===== src/rtl/stream_fifo_pkg.sv =====
// stream_fifo_pkg: shared count-width helper and output mode type for stream_fifo
package stream_fifo_pkg;
  typedef enum logic {FIFO_REGISTERED = 1'b0, FIFO_FALLTHROUGH = 1'b1} fifo_mode_e;
  function automatic int clog2_depth(input int depth);
    return $clog2(depth + 1);
  endfunction
endpackage


===== src/rtl/stream_fifo_ptr.sv =====
// stream_fifo_ptr: modulo-DEPTH pointer with increment, synchronous clear and explicit wrap
module stream_fifo_ptr #(
  parameter int DEPTH = 5,
  parameter int PW = $clog2(DEPTH)
) (
  input  logic          clk,
  input  logic          arst_n,
  input  logic          clr,
  input  logic          inc,
  output logic [PW-1:0] ptr
);
  always_ff @(posedge clk or negedge arst_n)
    if (!arst_n) ptr <= '0;
    else if (clr) ptr <= '0;
    else if (inc) ptr <= (ptr == PW'(DEPTH - 1)) ? '0 : ptr + 1'b1;
endmodule


===== src/rtl/stream_fifo.sv =====
// stream_fifo: valid/ready FIFO with optional fall-through, flush, count and almost flags.
// Define STREAM_FIFO_STATS_EN to add the max_count high-water-mark port.
module stream_fifo
  import stream_fifo_pkg::*;
#(
  parameter int ELEM_WIDTH = 32,
  parameter int DEPTH = 5,
  parameter int AFULL_THRESH = DEPTH - 1,
  parameter int AEMPTY_THRESH = 1,
  parameter int BYPASS = 0,
  localparam int CW = clog2_depth(DEPTH)
) (
  input  logic                  clk,
  input  logic                  arst_n,
  input  logic                  flush,
  input  logic [ELEM_WIDTH-1:0] data_in,
  input  logic                  data_in_val,
  output logic                  data_in_rdy,
  output logic [ELEM_WIDTH-1:0] data_out,
  output logic                  data_out_val,
  input  logic                  data_out_rdy,
  output logic [CW-1:0]         count,
  output logic                  almost_full,
  output logic                  almost_empty
`ifdef STREAM_FIFO_STATS_EN
  ,
  output logic [CW-1:0]         max_count
`endif
);
  localparam int PW = $clog2(DEPTH);
  localparam fifo_mode_e MODE = (BYPASS != 0) ? FIFO_FALLTHROUGH : FIFO_REGISTERED;
  logic [ELEM_WIDTH-1:0] mem [DEPTH];
  logic [PW-1:0] wr_ptr, rd_ptr;
  logic [CW-1:0] count_nxt;
  logic full, empty, bypass, push, pop, wr_en, rd_en;
  // In fall-through, an empty FIFO presents data_in directly; it is only stored if not taken.
  always_comb begin
    full = count == CW'(DEPTH);
    empty = count == '0;
    bypass = MODE == FIFO_FALLTHROUGH && empty && data_in_val && !flush;
    data_in_rdy = !full && !flush;
    data_out_val = !flush && (!empty || bypass);
    data_out = bypass ? data_in : mem[rd_ptr];
    push = data_in_val && data_in_rdy;
    pop = data_out_val && data_out_rdy;
    wr_en = push && !(bypass && data_out_rdy);
    rd_en = pop && !empty;
    count_nxt = flush ? '0 : count + CW'(wr_en) - CW'(rd_en);
    almost_full = count >= CW'(AFULL_THRESH);
    almost_empty = count <= CW'(AEMPTY_THRESH);
  end
  always_ff @(posedge clk or negedge arst_n)
    if (!arst_n) count <= '0;
    else count <= count_nxt;
  always_ff @(posedge clk)
    if (wr_en) mem[wr_ptr] <= data_in;
  stream_fifo_ptr #(.DEPTH(DEPTH)) u_wr_ptr (
    .clk(clk), .arst_n(arst_n), .clr(flush), .inc(wr_en), .ptr(wr_ptr)
  );
  stream_fifo_ptr #(.DEPTH(DEPTH)) u_rd_ptr (
    .clk(clk), .arst_n(arst_n), .clr(flush), .inc(rd_en), .ptr(rd_ptr)
  );
`ifdef STREAM_FIFO_STATS_EN
  // High-water mark survives flush; only reset clears it.
  always_ff @(posedge clk or negedge arst_n)
    if (!arst_n) max_count <= '0;
    else if (count_nxt > max_count) max_count <= count_nxt;
`endif
`ifndef SYNTHESIS
  if (DEPTH < 2 || AFULL_THRESH < 1 || AFULL_THRESH > DEPTH ||
      AEMPTY_THRESH < 0 || AEMPTY_THRESH > DEPTH - 1) begin : g_bad_params
    $error("stream_fifo: illegal parameter combination");
  end
  a_no_push_full: assert property (@(posedge clk) disable iff (!arst_n) !(push && full));
  a_out_stable: assert property (@(posedge clk) disable iff (!arst_n)
    data_out_val && !data_out_rdy && !flush |=> !data_out_val || $stable(data_out));
`endif
endmodule

===== config.mk =====
export PLATFORM = sky130hd
export DESIGN_NAME = stream_fifo
export DESIGN_NICKNAME = d
export VERILOG_FILES = /design/src/rtl/stream_fifo_pkg.sv /design/src/rtl/stream_fifo_ptr.sv /design/src/rtl/stream_fifo.sv
export SDC_FILE = /design/constraint.sdc
export NUM_CORES = 1
export LEC_CHECK = 0
export CAP_MARGIN = 15
export CORE_AREA = 2 2 160 99
export CTS_CLUSTER_SIZE = 8
export DETAILED_ROUTE_END_ITERATION = 10
export DIE_AREA = 0 0 162 101
export PLACE_DENSITY = 0.66
export SLEW_MARGIN = 20
export SYNTH_ARGS = -nofsm -noshare
export SYNTH_HDL_FRONTEND = slang
export SYNTH_SLANG_ARGS = --single-unit

===== constraint.sdc =====
create_clock -name clk -period 6.6 [get_ports clk]
set_input_delay 1.32 -clock clk [delete_from_list [all_inputs] [get_ports clk]]
set_output_delay 1.32 -clock clk [all_outputs]
set_load 0.1 [all_outputs]

Word-level counts from Yosys, hierarchy flattened
Memory sizes are Yosys's and may differ from the RTL's.
Cells that the tools add are included.
- add/subtract/negate cells: 4
- magnitude comparators: 2
- equal/unequal tests: 3
- multiplexer cells: 9
- reductions and logical operators: 11
- operator list (kind ; number):
    3-bit two-way mux ; 7
    3-bit == test (second input constant) ; 3
    3-bit by 1-bit adder with 3-bit output (second input constant) ; 2
    1-bit logical AND ; 5
    2-bit nonzero test ; 2
    3-bit by 1-bit adder with 3-bit output ; 1
    3-bit >= comparator (second input constant) ; 1
    3-bit by 1-bit less-or-equal comparator with 1-bit output (second input constant) ; 1
    1-bit zero test ; 3
    3-bit zero test ; 1
    3-bit by 1-bit subtractor with 3-bit output ; 1
    1-bit two-way mux ; 2
- register bits: 9
- bits in writable memories: 160
- bits of input ports: 37
- output and inout bits: 39
- word-level logic and storage cells: 33
- memories kept: 1
- memories (memory ; depth ; width ; rd ports ; clocked after Yosys merged registers in ; wr ports ; line ; source):
    mem ; 5 ; 32 ; 1 ; 0 ; 1 ; stream_fifo.sv:32 ; logic [ELEM_WIDTH-1:0] mem [DEPTH];

Logic depth before layout (Yosys ltp)
Gate-level depths: netlist (run 1).
- word-level depth: 7
- gate-level depth with buffers: 9
- mapped depth without buffers: 9

Modules after synthesis
From an unflattened synthesis (run 1), not the netlist that was laid out.
- cell total of the unflattened synthesis: 409
- area total of the unflattened synthesis: 6708.9 µm²
- by module, submodules not included (module ; times used ; cells each ; area each (µm²) ; sequential area each (µm²)):
    stream_fifo ; 1 ; 377 ; 6376.1 ; 4879.7
    stream_fifo_ptr ; 2 ; 16 ; 166.4 ; 75.1

Least setup slack after synthesis (run 1)
OpenSTA, ideal clock, no wires.
- kind: input to register
- start point: input data_in_val
- end point: memory mem[2][0], enable pin
- library setup time: 461 ps
- arrival: 4146 ps
- required time: 6139 ps
- slack: 1992 ps
- stages on the path: 3
- path buffers: 0
- cell sequence: inv_1 > or4_1 > nor3_1
- longest elaborated chain between the ends: 3
- RTL lines (item ; line ; source):
    from (decl) ; stream_fifo.sv:17 ; input logic data_in_val,
    1-bit logical AND ; stream_fifo.sv:44 ; push = data_in_val && data_in_rdy;
    1-bit two-way mux ; stream_fifo.sv:56 ; if (wr_en) mem[wr_ptr] <= data_in;
    1-bit two-way mux (implied by the code) ; stream_fifo.sv:56 ;
    to (decl) ; stream_fifo.sv:32 ;
Every way passes these cells.

Worst setup path after layout (run 1)
- start point: register u_rd_ptr.ptr[0]
- end point: output data_out[2]
- longest elaborated chain between the ends: 1
- RTL lines (item ; line ; source):
    from (decl) ; stream_fifo_ptr.sv:10 ; output logic [PW-1:0] ptr
    from (signal assigned) ; stream_fifo_ptr.sv:15 ; else if (inc) ptr <= (ptr == PW'(DEPTH - 1)) ? '0 : ptr + 1'b1;
    memory 5 x 32 bit ; - ;
    to (decl) ; stream_fifo.sv:19 ; output logic [ELEM_WIDTH-1:0] data_out,
Every way passes these cells.

==> results.json, run 1 <==
{
  "status": "complete, no violations",
  "slew_headroom_pct": 30.3,
  "antenna_found_initial": 1,
  "drive_gt1_share_pct": 25.9,
  "min_period_over_period_pct": 73.3,
  "die_y_um": 101,
  "dp.cells": 575,
  "avgSynthCellArea_um2": 21.6,
  "cts_made_buffers": 17,
  "worstPathRequired_ns": 5.28,
  "cts_sinks": 169,
  "cts_tree": "yes",
  "drv_slew": 0,
  "yosysWarningCount": 0,
  "vias": 3134,
  "synthTopCellsByArea": "edfxtp_1 73%, mux4_2 9.5%, mux2_2 5.4%, dfrtp_1 3.4%, mux4_1 1.6%",
  "drtPass1Iterations": 4,
  "ys_ff_latch": 169,
  "yosys.area.top_type": "edfxtp_1",
  "power.density_nw_per_um2": 377,
  "die-width_um": 162,
  "instances_no_fill": 609,
  "h-tree-depth": 4,
  "fmax_mhz": 207,
  "synth_top_area_share_pct": 72.6,
  "gr-usage-all-layers_pct": 15.7,
  "synth_nets": 352,
  "ctsHoldBuffers": 0,
  "end_kind": "output pin",
  "seq_area_frac_synth_pct": 76.0,
  "numPortBuffers": 75,
  "wire_per_inst_um": 19.6,
  "hold_class": "flop to flop",
  "critPathKind": "flop to output pin",
  "nets": 438,
  "cts_resized": 0,
  "clkSlewWorstSetupHoldPaths_ns": 0.06,
  "clock_latency_ns": 0.41,
  "rows": 35,
  "layout_common_cells": "160 x edfxtp_1, 75 x clkdlybuf4s50_1, 32 x mux2_2",
  "dr.first_iter.drc_count": 216,
  "finalWirelength_um": 11900,
  "cp_max_fo": 19,
  "fillers": 1166,
  "drc": 0,
  "syn_to_final_growth_pct": 23.4,
  "max_cap_violations": 0,
  "ir_worst_vdd_uv": 174,
  "synth_cells": 306,
  "grt_max_degree": 36,
  "arrival_ns": 3.52,
  "finalCriticalPeriod_ns": 4.84,
  "viasPerCell": 5.15,
  "startpoint_type": "flop",
  "clockRootBuffer": "clkbuf_16",
  "setup_viol": 0,
  "fin_setup_tns_ns": 0,
  "fin_util_pct": 54.5,
  "rsz0062_at_grt": "no",
  "final_antenna_net_count": 0,
  "post_cts_buffers": 0,
  "grt_pass1_wl_um": 18500,
  "ys_types": 33,
  "gp_congestion": 0.717,
  "ios": 76,
  "die_area_um2": 16400,
  "fin_hold_ws_ns": 0.601,
  "final_common_cell": "edfxtp_1",
  "initial_utilization_pct": 44.2,
  "overflow": 0,
  "clock_skew_ns": 0.00960,
  "p_leak_nw": 2.61,
  "grt_pass1_vias": 3381,
  "place_hpwl_um": 6910,
  "r2r_slack_ns": 4.06,
  "worst_pin_slew_ns": 1.04,
  "syn-cell-area_um2": 6620,
  "fp.coreArea_um2": 15000,
  "clock_path_buffers": 2,
  "hold_viol": 0
}
## worst max-delay path: stages (launching register included)
cell and delay (ns):
dfrtp_2 0.77, buf_4 0.45, mux4_1 0.62, mux2_2 0.29, clkdlybuf4s50_1 0.97
## through the flow
stage                     power, mW  instance area, um^2  worst slack, ns
after global routing           3.20                 8170             1.55
final                          3.08                 8170             1.76
after global placement         2.19                 7590             1.99
after detailed placement       2.20                 7590             1.97
after CTS                      3.12                 8140             1.66
after floorplan                2.01                 6620             1.99
## metal layers
metal	up-vias	track usage [%]	share of wire [%]
met2	83	24.4	46
met4	0	5.72	0.44
met3	4	4.77	6.0
li1	1429	-	-
met1	1618	21.2	47
met5	-	0	0
## synth_stat cells
cell and n:
nand3b_1 1, a211o_1 1, nor2_1 8, buf_12 2
mux4_1 4, o21ai_0 5, or3_1 1, or3b_2 1
buf_2 4, mux2_2 32, fa_1 1, o31ai_1 1
xnor2_1 1, a21oi_1 5, nand4b_1 1, inv_1 9
nor2b_1 1, nand4_1 2, mux4_2 28, buf_1 1
or4_1 1, and3b_1 1, clkbuf_1 5, buf_8 1
nor3_1 5, edfxtp_1 160, a32o_1 1, nand2_1 3
nand3_1 1, mux2i_1 1, buf_6 1, dfrtp_1 9
ha_1 8
## cell type report
type                    instances  area [um^2]  area share, %
flip-flops and latches        169         5030           61.6
multi-input cells             114         1480           18.1
repair buffers                 81          816           9.99
clock buffers                  17          425           5.21
well taps                     203          254           3.11
clock inverters                15          128           1.56
inverters                       9         33.8          0.414
diodes                          1         2.50         0.0306
## report_power, final
group / total, mW / switching (mW) / internal [mW]
Combinational: 0.912 / 0.634 / 0.279
Sequential: 1.26 / 0.0485 / 1.21
Clock: 0.910 / 0.392 / 0.517
## cell families after synthesis
| group | count (synthesis) | synth area share (%) |
|---|---|---|
| AO/OA/AOI/OAI | 13 | 1.15 |
| AND/OR/NAND/NOR | 26 | 2.08 |
| buffers and inverters | 23 | 2.15 |
| adder cells (fa/ha/maj) | 9 | 1.81 |
| flip-flops | 169 | 76.0 |
| XOR/XNOR | 1 | 0.132 |
| multiplexers | 65 | 16.7 |
## registers in the layout, summed over array words and instances, names as in the netlist
name,cells
u_rd_ptr.ptr,3
mem,160
u_wr_ptr.ptr,3
count,3
## worst paths after layout
kind,from,cells past startpoint,to
max,u_rd_ptr.ptr[0],4,data_out[2]
min in group asynchronous,arst_n,1,u_wr_ptr.ptr[2]
min,u_wr_ptr.ptr[2],2,u_wr_ptr.ptr[2]
max in group asynchronous,arst_n,1,u_rd_ptr.ptr[0]
max reg2reg,count[1],9,count[2]
min reg2reg,u_wr_ptr.ptr[2],2,u_wr_ptr.ptr[2]
Note: power is estimated with default switching activity, not from simulation.
==> inputs of run 2 (changes only) <==
--- a/config.mk
+++ b/config.mk
@@ -10,7 +10,7 @@
 export CTS_CLUSTER_SIZE = 8
 export DETAILED_ROUTE_END_ITERATION = 10
 export DIE_AREA = 0 0 162 101
-export PLACE_DENSITY = 0.66
+export PLACE_DENSITY = 0.68
 export SLEW_MARGIN = 20
 export SYNTH_ARGS = -nofsm -noshare
 export SYNTH_HDL_FRONTEND = slang
==> constraint.sdc (replaced) <==
create_clock -name clk -period 4.2 [get_ports clk]
set_input_delay 0.84 -clock clk [delete_from_list [all_inputs] [get_ports clk]]
set_output_delay 0.84 -clock clk [all_outputs]
set_load 0.1 [all_outputs]
==> results.json, run 2 (synthesis results as in run 1) <==
{
  "status": "complete, no violations",
  "die-width_um": 162,
  "nets": 439,
  "critPathBufInv": 2,
  "clkSlewWorstSetupHoldPaths_ns": 0.07,
  "gr-usage-all-layers_pct": 15.6,
  "drtPass1Iterations": 4,
  "drc": 0,
  "hold_class": "flop to flop",
  "numPortBuffers": 75,
  "dp.cells": 577,
  "grt_max_degree": 36,
  "final_antenna_net_count": 0,
  "place_hpwl_um": 7370,
  "grt_pass1_wl_um": 18600,
  "clock_skew_ns": 0.00800,
  "worst_path_largest_cell_delay_ns": 0.62,
  "cts_made_buffers": 17,
  "layout_common_cells": "160 x edfxtp_1, 41 x clkdlybuf4s50_1, 41 x buf_4",
  "ios": 76,
  "syn_to_final_growth_pct": 22.2,
  "hold_viol": 0,
  "cpMostUsedCell": "buf_4",
  "rows": 35,
  "power.density_nw_per_um2": 606,
  "end_kind": "output pin",
  "cts_resized": 0,
  "worstPathRequired_ns": 3.36,
  "r2r-start": "count[0]",
  "total_power_mw": 4.90,
  "finalWirelength_um": 12000,
  "cp_slowest_cell": "mux4_1",
  "clock_path_buffers": 2,
  "fmax_mhz": 287,
  "max_cap_violations": 0,
  "initial_utilization_pct": 44.2,
  "cpLargestDelayFamily": "multiplexers",
  "post_cts_buffers": 0,
  "ctsHoldBuffers": 0,
  "die_area_um2": 16400,
  "cp_max_fo": 25,
  "drive_gt1_share_pct": 34.2,
  "ir_worst_vdd_uv": 312,
  "finalCriticalPeriod_ns": 3.48,
  "overflow": 0,
  "gp_congestion": 0.726,
  "clockRootBuffer": "clkbuf_16",
  "crit_start": "u_rd_ptr.ptr[0]",
  "worst_pin_slew_ns": 0.969,
  "fp.coreArea_um2": 15000,
  "regMostFlops": "mem",
  "vias": 3134,
  "wire_per_inst_um": 19.8,
  "critPathKind": "flop to output pin",
  "startpoint_type": "flop",
  "rsz0062_at_grt": "no",
  "cp_cell_sequence": "buf_4 -> mux4_1 -> mux2_2 -> buf_4",
  "grt_pass1_vias": 3303,
  "antenna_found_initial": 0,
  "min_period_over_period_pct": 82.8,
  "slew_headroom_pct": 35.2,
  "dr.first_iter.drc_count": 244,
  "p_leak_nw": 2.65,
  "cts_tree": "yes",
  "clock_latency_ns": 0.41,
  "final_common_cell": "edfxtp_1",
  "antenna_cells": 0,
  "die_y_um": 101,
  "largest_reg_flops": 160,
  "viasPerCell": 5.15,
  "arrival_ns": 2.64,
  "h-tree-depth": 4,
  "fin_hold_ws_ns": 0.641,
  "hp-start": "u_wr_ptr.ptr[1]",
  "drv_slew": 0,
  "cts_sinks": 169,
  "instances_no_fill": 609,
  "setup_viol": 0
}
==> run 2: cell count changes in the layout (fill, tap and decap cells not counted) <==
| cell | change |
|---|---|
| clkinv_2 | -2 |
| clkinv_1 | +1 |
| diode_2 | -1 |
| clkinv_4 | +1 |
| bufinv_16 | +1 |
| clkdlybuf4s50_1 | -34 |
| buf_4 | +36 |
| buf_16 | -1 |
| clkinvlp_4 | -1 |
==> run 2: cell type report <==
class	instances	area [um^2]
Fill cell	1175	6880
Sequential cell	169	5030
Multi-Input combinational cell	114	1480
Timing Repair Buffer	82	718
Clock buffer	17	425
Tap cell	203	254
Clock inverter	15	153
Inverter	9	33.8
==> run 2: worst paths after layout <==
path                                         to  cells after the start  slack, ns
worst max-delay path                data_out[2]                      4       0.72
worst min-delay path            u_wr_ptr.ptr[1]                      2       0.64
worst max register to register         count[2]                      9       1.64
worst min register to register  u_wr_ptr.ptr[1]                      2       0.64
max in group asynchronous       u_rd_ptr.ptr[1]                      1       3.17
min in group asynchronous              count[0]                      1       0.72
==> run 2: report_power, final <==
part	switching, mW	leakage [nW]	internal [mW]
clock	0.638	0.265	0.875
sequential	0.0601	1.57	1.90
combinational	1.02	0.822	0.409
total	1.72	2.65	3.19
==> run 2: routing by layer <==
metal	wire length, um	vias to the layer above	GRT usage (%)
met4	79	0	4.70
met2	5590	80	24.1
met3	594	8	4.36
met5	0	-	0
li1	-	1424	-
met1	5780	1622	21.8
==> run 2: stage by stage <==
step | setup WS [ns] | TNS [ns] | cell area (um^2) | utilization, %
final | 0.721 | 0 | 8090 | 54.0
after floorplan | -0.248 | -31.73 | 6620 | -
after detailed placement | 0.932 | 0 | 7520 | 50.2
after global placement | 1.01 | 0 | 7520 | 50.2
after CTS | 0.633 | 0 | 8090 | 54.0
after global routing | 0.550 | 0 | 8090 | 54.0
==> run 2: tightest hold or removal path, stage by stage, from the launching register on <==
cell     delay [ns]
dfrtp_1        0.43
o21ai_0        0.10
a21oi_1        0.07
